[config.mk]
export PLATFORM = sky130hd
export DESIGN_NAME = gray_counter_param
export DESIGN_NICKNAME = d
export VERILOG_FILES = /design/src/rtl/gray_pkg.sv /design/src/rtl/gray_counter_param_step.sv /design/src/rtl/gray_counter_param.sv
export SDC_FILE = /design/constraint.sdc
export NUM_CORES = 1
export LEC_CHECK = 0
export ABC_AREA = 1
export CAP_MARGIN = 15
export CORE_UTILIZATION = 46
export CTS_CLUSTER_DIAMETER = 200
export CTS_CLUSTER_SIZE = 8
export DETAILED_ROUTE_END_ITERATION = 10
export PLACE_DENSITY = 0.86
export SLEW_MARGIN = 40
export SYNTH_ARGS = -nofsm -noshare
export SYNTH_HDL_FRONTEND = slang
export SYNTH_HIERARCHICAL = 1
export SYNTH_SLANG_ARGS = --single-unit
export TNS_END_PERCENT = 10
[constraint.sdc]
create_clock -name i_clk -period 2 [get_ports i_clk]
set_input_delay 0.5 -clock i_clk [delete_from_list [all_inputs] [get_ports i_clk]]
set_output_delay 0.5 -clock i_clk [all_outputs]
set_load 0.01 [all_outputs]
[src/rtl/gray_pkg.sv]
// Shared helpers for the parametrised Gray counter: width limits and
// binary <-> Gray conversion over the widest legal counter.
package gray_pkg;

   localparam int unsigned GRAY_MIN_WIDTH = 2;
   localparam int unsigned GRAY_MAX_WIDTH = 32;

   // True when a counter width lies inside the supported range.
   function automatic bit width_ok(input int unsigned width);
      return (width >= GRAY_MIN_WIDTH) && (width <= GRAY_MAX_WIDTH);
   endfunction

   // Binary to Gray: each bit is the XOR of itself and its upper neighbour.
   function automatic logic [GRAY_MAX_WIDTH-1:0] bin2gray(input logic [GRAY_MAX_WIDTH-1:0] bin);
      return bin ^ (bin >> 1);
   endfunction

   // Gray to binary: prefix XOR running from the MSB down. Zero-extended
   // upper bits contribute nothing, so narrower counters can use it as is.
   function automatic logic [GRAY_MAX_WIDTH-1:0] gray2bin(input logic [GRAY_MAX_WIDTH-1:0] gray);
      logic [GRAY_MAX_WIDTH-1:0] bin;
      bin[GRAY_MAX_WIDTH-1] = gray[GRAY_MAX_WIDTH-1];
      for (int i = GRAY_MAX_WIDTH - 2; i >= 0; i--) begin
         bin[i] = bin[i+1] ^ gray[i];
      end
      return bin;
   endfunction

endpackage

[src/rtl/gray_counter_param_step.sv]
// Combinational step logic for gray_counter_param: given the current binary
// count, enable and direction, produce the next binary value, its Gray
// encoding and whether this step crosses a wrap point.
module gray_step
   import gray_pkg::*;
#(
   parameter int unsigned WIDTH = 4
) (
   input  logic [WIDTH-1:0] bin_q,
   input  logic             dir,
   input  logic             en,
   output logic [WIDTH-1:0] next_bin,
   output logic [WIDTH-1:0] next_gray,
   output logic             wrap
);

   // Step up or down by one with modular wrap; flag the all-ones/all-zeros crossing.
   always_comb begin
      // NOTE: defaults first so every path assigns every output -- otherwise a latch is inferred.
      next_bin = bin_q;
      wrap     = 1'b0;
      if (en) begin
         if (dir) begin
            next_bin = bin_q + 1'b1;
            wrap     = &bin_q;
         end else begin
            next_bin = bin_q - 1'b1;
            wrap     = ~|bin_q;
         end
      end
   end

   assign next_gray = WIDTH'(bin2gray(GRAY_MAX_WIDTH'(next_bin)));

endmodule

[src/rtl/gray_counter_param.sv]
// Parametrised Gray-code counter with count enable, up/down direction,
// synchronous load and a one-cycle wrap pulse. All outputs are registered so
// o_gray can be sampled safely from another clock domain.
// Optional feature: define GRAY_CNT_BIN_OUT_EN to register the binary count
// on o_bin; without it o_bin is a constant zero with no flops behind it.
module gray_counter_param
   import gray_pkg::*;
#(
   parameter int unsigned                WIDTH   = 4,
   parameter logic [GRAY_MAX_WIDTH-1:0]  RST_VAL = '0
) (
   input  logic             i_clk,
   input  logic             i_rst_n,
   input  logic             i_en,
   input  logic             i_dir,
   input  logic             i_load,
   input  logic [WIDTH-1:0] i_load_val,
   output logic [WIDTH-1:0] o_gray,
   output logic [WIDTH-1:0] o_bin,
   output logic             o_wrap
);

   localparam logic [WIDTH-1:0] RST_BIN  = RST_VAL[WIDTH-1:0];
   localparam logic [WIDTH-1:0] RST_GRAY = WIDTH'(bin2gray(GRAY_MAX_WIDTH'(RST_BIN)));

   if (!width_ok(WIDTH)) begin : g_width_check
      $error("gray_counter_param: WIDTH must lie between GRAY_MIN_WIDTH and GRAY_MAX_WIDTH");
   end

   logic [WIDTH-1:0] bin_q;
   logic [WIDTH-1:0] step_bin;
   logic [WIDTH-1:0] step_gray;
   logic             step_wrap;
   logic [WIDTH-1:0] load_gray;
   logic [WIDTH-1:0] next_bin;
   logic [WIDTH-1:0] next_gray;
   logic             next_wrap;

   gray_step #(
      .WIDTH (WIDTH)
   ) u_step (
      .bin_q     (bin_q),
      .dir       (i_dir),
      .en        (i_en),
      .next_bin  (step_bin),
      .next_gray (step_gray),
      .wrap      (step_wrap)
   );

   // Load has priority over counting; a load never reports a wrap.
   assign load_gray = WIDTH'(bin2gray(GRAY_MAX_WIDTH'(i_load_val)));
   assign next_bin  = i_load ? i_load_val : step_bin;
   assign next_gray = i_load ? load_gray  : step_gray;
   assign next_wrap = i_load ? 1'b0       : step_wrap;

   // Count state and registered Gray/wrap outputs, updated together.
   always_ff @(posedge i_clk or negedge i_rst_n) begin
      if (!i_rst_n) begin
         bin_q  <= RST_BIN;
         o_gray <= RST_GRAY;
         o_wrap <= 1'b0;
      end else begin
         // NOTE: non-blocking so every register samples pre-edge values, whatever the statement order.
         bin_q  <= next_bin;
         o_gray <= next_gray;
         o_wrap <= next_wrap;
      end
   end

`ifdef GRAY_CNT_BIN_OUT_EN
   // Registered binary copy of the count, aligned with o_gray.
   always_ff @(posedge i_clk or negedge i_rst_n) begin
      if (!i_rst_n) begin
         o_bin <= RST_BIN;
      end else begin
         o_bin <= next_bin;
      end
   end
`else
   assign o_bin = '0;
`endif

endmodule

# Yosys cells after proc, flatten, opt, wreduce, memory -nomap -nowiden
# Cells that the tools add are included.
[op_classes] bitwise_logic=2 n_mux=7 reduce_logical=3 n_addsub=2
[ops] operator="4-bit 2-to-1 mux" n=4
[ops] operator="4-bit by 3-bit XOR with 4-bit output" n=2
[ops] operator="4-bit by 1-bit adder with 4-bit output, second input constant" n=1
[ops] operator="4-bit AND reduction" n=1
[ops] operator="4-bit OR reduction" n=1
[ops] operator="4-bit by 1-bit subtractor with 4-bit output, second input constant" n=1
[ops] operator="1-bit 2-to-1 mux" n=3
[ops] operator="1-bit logical NOT" n=1
[totals] ff_bits=9 in_bits=9 wordCells=17 output_inout_bits=9

# Logic depth before layout (Yosys ltp)
[depth] word_depth=5 mapped_depth=13 mapped_depth_nobuf=13

# Cells and area by module
# The synthesis kept the hierarchy.
[by_module_without_submodules] mod="gray_counter_param" instances=1 seq_area_each_um2=225.2 area_per_inst_um2=416.6 cells_per_inst=46
[by_module_without_submodules] mod="gray_step" instances=1 seq_area_each_um2=0.0 area_per_inst_um2=261.5 cells_per_inst=48

# Least setup slack after synthesis
# No wires, ideal clock.
[synth_timing] path_kind="input port to flip-flop" from="input port i_dir" to="register o_gray[2]" required_time_ns=1.884 setup_slack_ns=0.253 stages=11 n_path_buf=0 arrival_ns=1.631 path_cell_list="inv_1 > ha_1 > or2_2 > nand3_1 > nand3_1 > nand3_1 > nand2_1 > nand2_4 > nand2_2 > nand2_1 > nand2_1"
[synth_via] elab_chain_cells=4
[synth_rtl] item="start, declared" line_no="gray_counter_param.sv:15" source="input logic i_dir,"
[synth_rtl] item="4-bit 2-to-1 mux" line_no="gray_counter_param_step.sv:23" source="if (dir) begin"
[synth_rtl] item="4-bit 2-to-1 mux" line_no="gray_counter_param_step.sv:22" source="if (en) begin"
[synth_rtl] item="4-bit by 3-bit XOR with 4-bit output" line_no="gray_pkg.sv:15" source="return bin ^ (bin >> 1);"
[synth_rtl] item="net step_gray[2]" line_no="gray_counter_param.sv:32" source="logic [WIDTH-1:0] step_gray;"
[synth_rtl] item="4-bit 2-to-1 mux" line_no="gray_counter_param.sv:53" source="assign next_gray = i_load ? load_gray : step_gray;"
[synth_rtl] item="net next_gray[2]" line_no="gray_counter_param.sv:36" source="logic [WIDTH-1:0] next_gray;"
[synth_rtl] item="end signal, assigned" line_no="gray_counter_param.sv:65" source="o_gray <= next_gray;"
[synth_rtl] item="end, declared" line_no="gray_counter_param.sv:18" source="output logic [WIDTH-1:0] o_gray,"
# The timed path passes the listed nets, and every way through them passes these cells.

# Final worst setup path
[layout_timing] from="input port i_dir" to="register o_gray[2]"
[layout_via] elab_chain_cells=4
[layout_rtl] item="4-bit 2-to-1 mux" line_no="gray_counter_param_step.sv:23"
[layout_rtl] item="4-bit 2-to-1 mux" line_no="gray_counter_param_step.sv:22"
[layout_rtl] item="net step_bin[2]" line_no="gray_counter_param.sv:31" source="logic [WIDTH-1:0] step_bin;"
[layout_rtl] item="4-bit by 3-bit XOR with 4-bit output" line_no="gray_pkg.sv:15"
[layout_rtl] item="net step_gray[2]" line_no="gray_counter_param.sv:32"
[layout_rtl] item="4-bit 2-to-1 mux" line_no="gray_counter_param.sv:53"
[layout_rtl] item="net next_gray[2]" line_no="gray_counter_param.sv:36"
# The timed path passes the listed nets, and every way through them passes these cells.

==> reports/metrics.yaml <==
status: "finished clean"
max_stage_delay_ps: 390
syn_inst: 94
async_reset_ff_share_pct: 100
power_leakage_nw: 0.461
syn_to_final_growth_pct: 31.0
place_area_um2: 835
ctsHoldBuffers: 0
path_buf_inv: 2
ff2ff_path_depth: 11
nFillCells: 100
ys_seq_area_share_pct: 33.2
clock-root-buffer: "clkbuf_4"
antenna_found_initial: 0
criticalPathCategory: "in -> reg"
ys_types: 23
hold_viol: 0
synth_area_leaders: "dfrtp_1 33%, nand2_1 18%, nand3_1 10%"
synth_enable_flop_cells: 0
drc_errors: 0
finalSetupViolations: 0
use_met2_pct: 45.6
hold_class: "in -> async"
syn_area_per_cell_um2: 7.21
antenna_left: 0
cap_violations: 0
cts_buffers: 3
p_int_w: 0.000421
worstPathArrival_ps: 2070
track_usage_pct: 24.6
slew_violations: 0
fmax_mhz: 535
synth.top_cells.by_count: "33 x nand2_1, 14 x nand3_1, 9 x dfrtp_1"
ff_latch_area_um2: 225
startpoint: "i_dir"
clock_path_buffers: 2
grt-busiest-layer: "met2"
num_rows: 13
drt_wl_total_mm: 1.62
crit_family: "simple AND/OR/NAND/NOR gates"
first_global_vias: 623
irDropWorstVdd_uv: 487
via_count: 681
htreeDepth: 1
critical_path.most_common_cell: "nand2_1"
die_w_um: 40.4
yosys_warnings: 6
grtUsageMet3_pct: 10.6
synth_top_cell_area_share_pct: 33.2
netSwitchingPower_w: 0.000231
cts_tree: "yes"
ys.flop_type: "dfrtp_1"
combPwrFrac_pct: 44.2
clock_latency_ps: 260
critPathMaxFanout: 4
crit_slowest_cell: "fa_2"
use_met1_pct: 24.6
ys_ff_latch: 9
finalCriticalPeriod_ps: 1870
vias_per_cell: 5.28
place_hpwl_mm: 1.23
core_area_um2: 1330
design.die.area_um2: 1630
io_pins: 18
port_buffers: 13
post-route-util_pct: 66.6
start_kind: "input port"
multi_input_area_um2: 398
syn_area_um2: 678
floorplan.initialDensity_pct: 50.8
period_share_pct: 93.4
grt_max_degree: 11
r2r-start: "bin_q[0]$_DFF_PN0_"
path_cells: "dlygate4sd2_1 -> buf_6 -> fa_2 -> xnor2_2 -> nand2_1 -> o21ai_2 -> nand3_1 -> nand2_2 -> nand2_4 -> nand2_2 -> nand2_1 -> nand2_1"
setup_ws_ps: 132
fin_area_um2: 888
grt_pass1_wl_mm: 2.54
avgRoutedWirePerCell_um: 12.5
gp_congestion: 0.808
drive_gt1_share_pct: 19.3
fin_tns_setup_ps: 0
endpoint_kind: "flop"
rsz0062_at_grt: "false"
reg2reg_setup_slack_ps: 210
r2r-end: "o_gray[2]$_DFF_PN0_"
pre_cts_slack_ps: -424
antenna_cells: 0
seqPwrFrac_pct: 34.4
clk_pin_slew_ps: 60
p_sw_share_pct: 35.5
cts.sinks: 9
p_per_area_nw_per_um2: 734
p_clk_share_pct: 21.4
drt_pass1_iterations: 5
yosysMostFrequentCell: "nand2_1"
first_iter_violations: 20
overflow: 0
synth_top_cell_by_area: "dfrtp_1"
crit_required_ps: 2200
fin_skew_ps: 1.45
nets: 127
die_h_um: 40.4
[worst max-delay path by stage]
stage,cells after the start,end
2_1_floorplan,11,o_gray[2]$_DFF_PN0_
3_3_place_gp,12,o_gray[2]$_DFF_PN0_
3_5_place_dp,12,o_gray[2]$_DFF_PN0_
4_1_cts,12,o_gray[2]$_DFF_PN0_
5_1_grt,15,o_gray[2]$_DFF_PN0_
6_report,12,o_gray[2]$_DFF_PN0_
[layer usage]
| layer | wire, um | part of all wire, % |
|---|---|---|
| met1 | 642 | 40 |
| met4 | 40 | 2.5 |
| met2 | 851 | 53 |
| met5 | 0 | 0 |
| met3 | 80 | 5.0 |
[layout make-up]
class	instances	share of cell area [%]
tap	15	2.11
inverter	10	4.79
clock buffer	4	2.96
sequential	9	25.4
multi-input combinational	72	44.8
timing repair buffer	19	20.0
[worst register-to-register path, delay by kind of cell, from the launching register on]
kind	cells	cell delay, ps
and+or+nand+nor	7	500
buffers and inverters	1	100
adders and majority gates	1	430
xor gates and xnor gates	1	210
AOI/OAI and AO/OA	1	80
DFF	1	410
[cell usage in the layout (no fill, tap or decap)]
master,instances
o21ai_1,1
dfrtp_1,9
dlygate4sd2_1,1
inv_1,8
nor3_1,2
clkbuf_4,3
conb_1,4
a21oi_1,1
nand2_2,4
nand2_4,1
buf_4,5
xor2_1,2
inv_6,1
nor2_1,2
clkbuf_1,1
ha_1,2
clkdlybuf4s50_1,12
or2_4,1
fa_2,1
buf_6,1
xnor2_2,1
nand3_1,14
xnor2_1,1
nand3b_1,1
inv_2,1
nand2_1,31
o21ai_2,3
[registers in the layout (all words and copies together), names as in the netlist]
name and cells:
bin_q 4, o_gray 4, o_wrap 1
[cells by family after synthesis]
family,count (synthesis),synth area share [%]
other cells,1,0.553
compound gates,5,4.24
flops,9,33.2
fa+ha+maj,3,6.64
buf+inv,16,13.5
xor+xnor,4,5.17
simple gates,56,36.7
[power groups by stage]
stage	clock network, W	registers (W)	logic (W)
floorplan	0	0.000232	0.000161
global placement	0	0.000227	0.000243
detailed placement	0	0.000228	0.000259
CTS	0.000139	0.000225	0.000282
global route	0.000149	0.000228	0.000319
finish	0.000140	0.000224	0.000288
[metrics by stage]
step | hold WS (ps) | power (W) | instances
5_1_grt | 567 | 0.000696 | 129
4_1_cts | 537 | 0.000646 | 129
6_report | 534 | 0.000652 | 129
3_5_place_dp | 648 | 0.000487 | 125
3_3_place_gp | 654 | 0.000469 | 125
2_1_floorplan | 204 | 0.000393 | 97
[repair_timing]
item / 4_1_cts / 5_1_grt
resized for setup: 10 / 0
setup buffers: 0 / 0
setup endpoints to repair: 1 / 0
(Power assumes the default switching activity.)
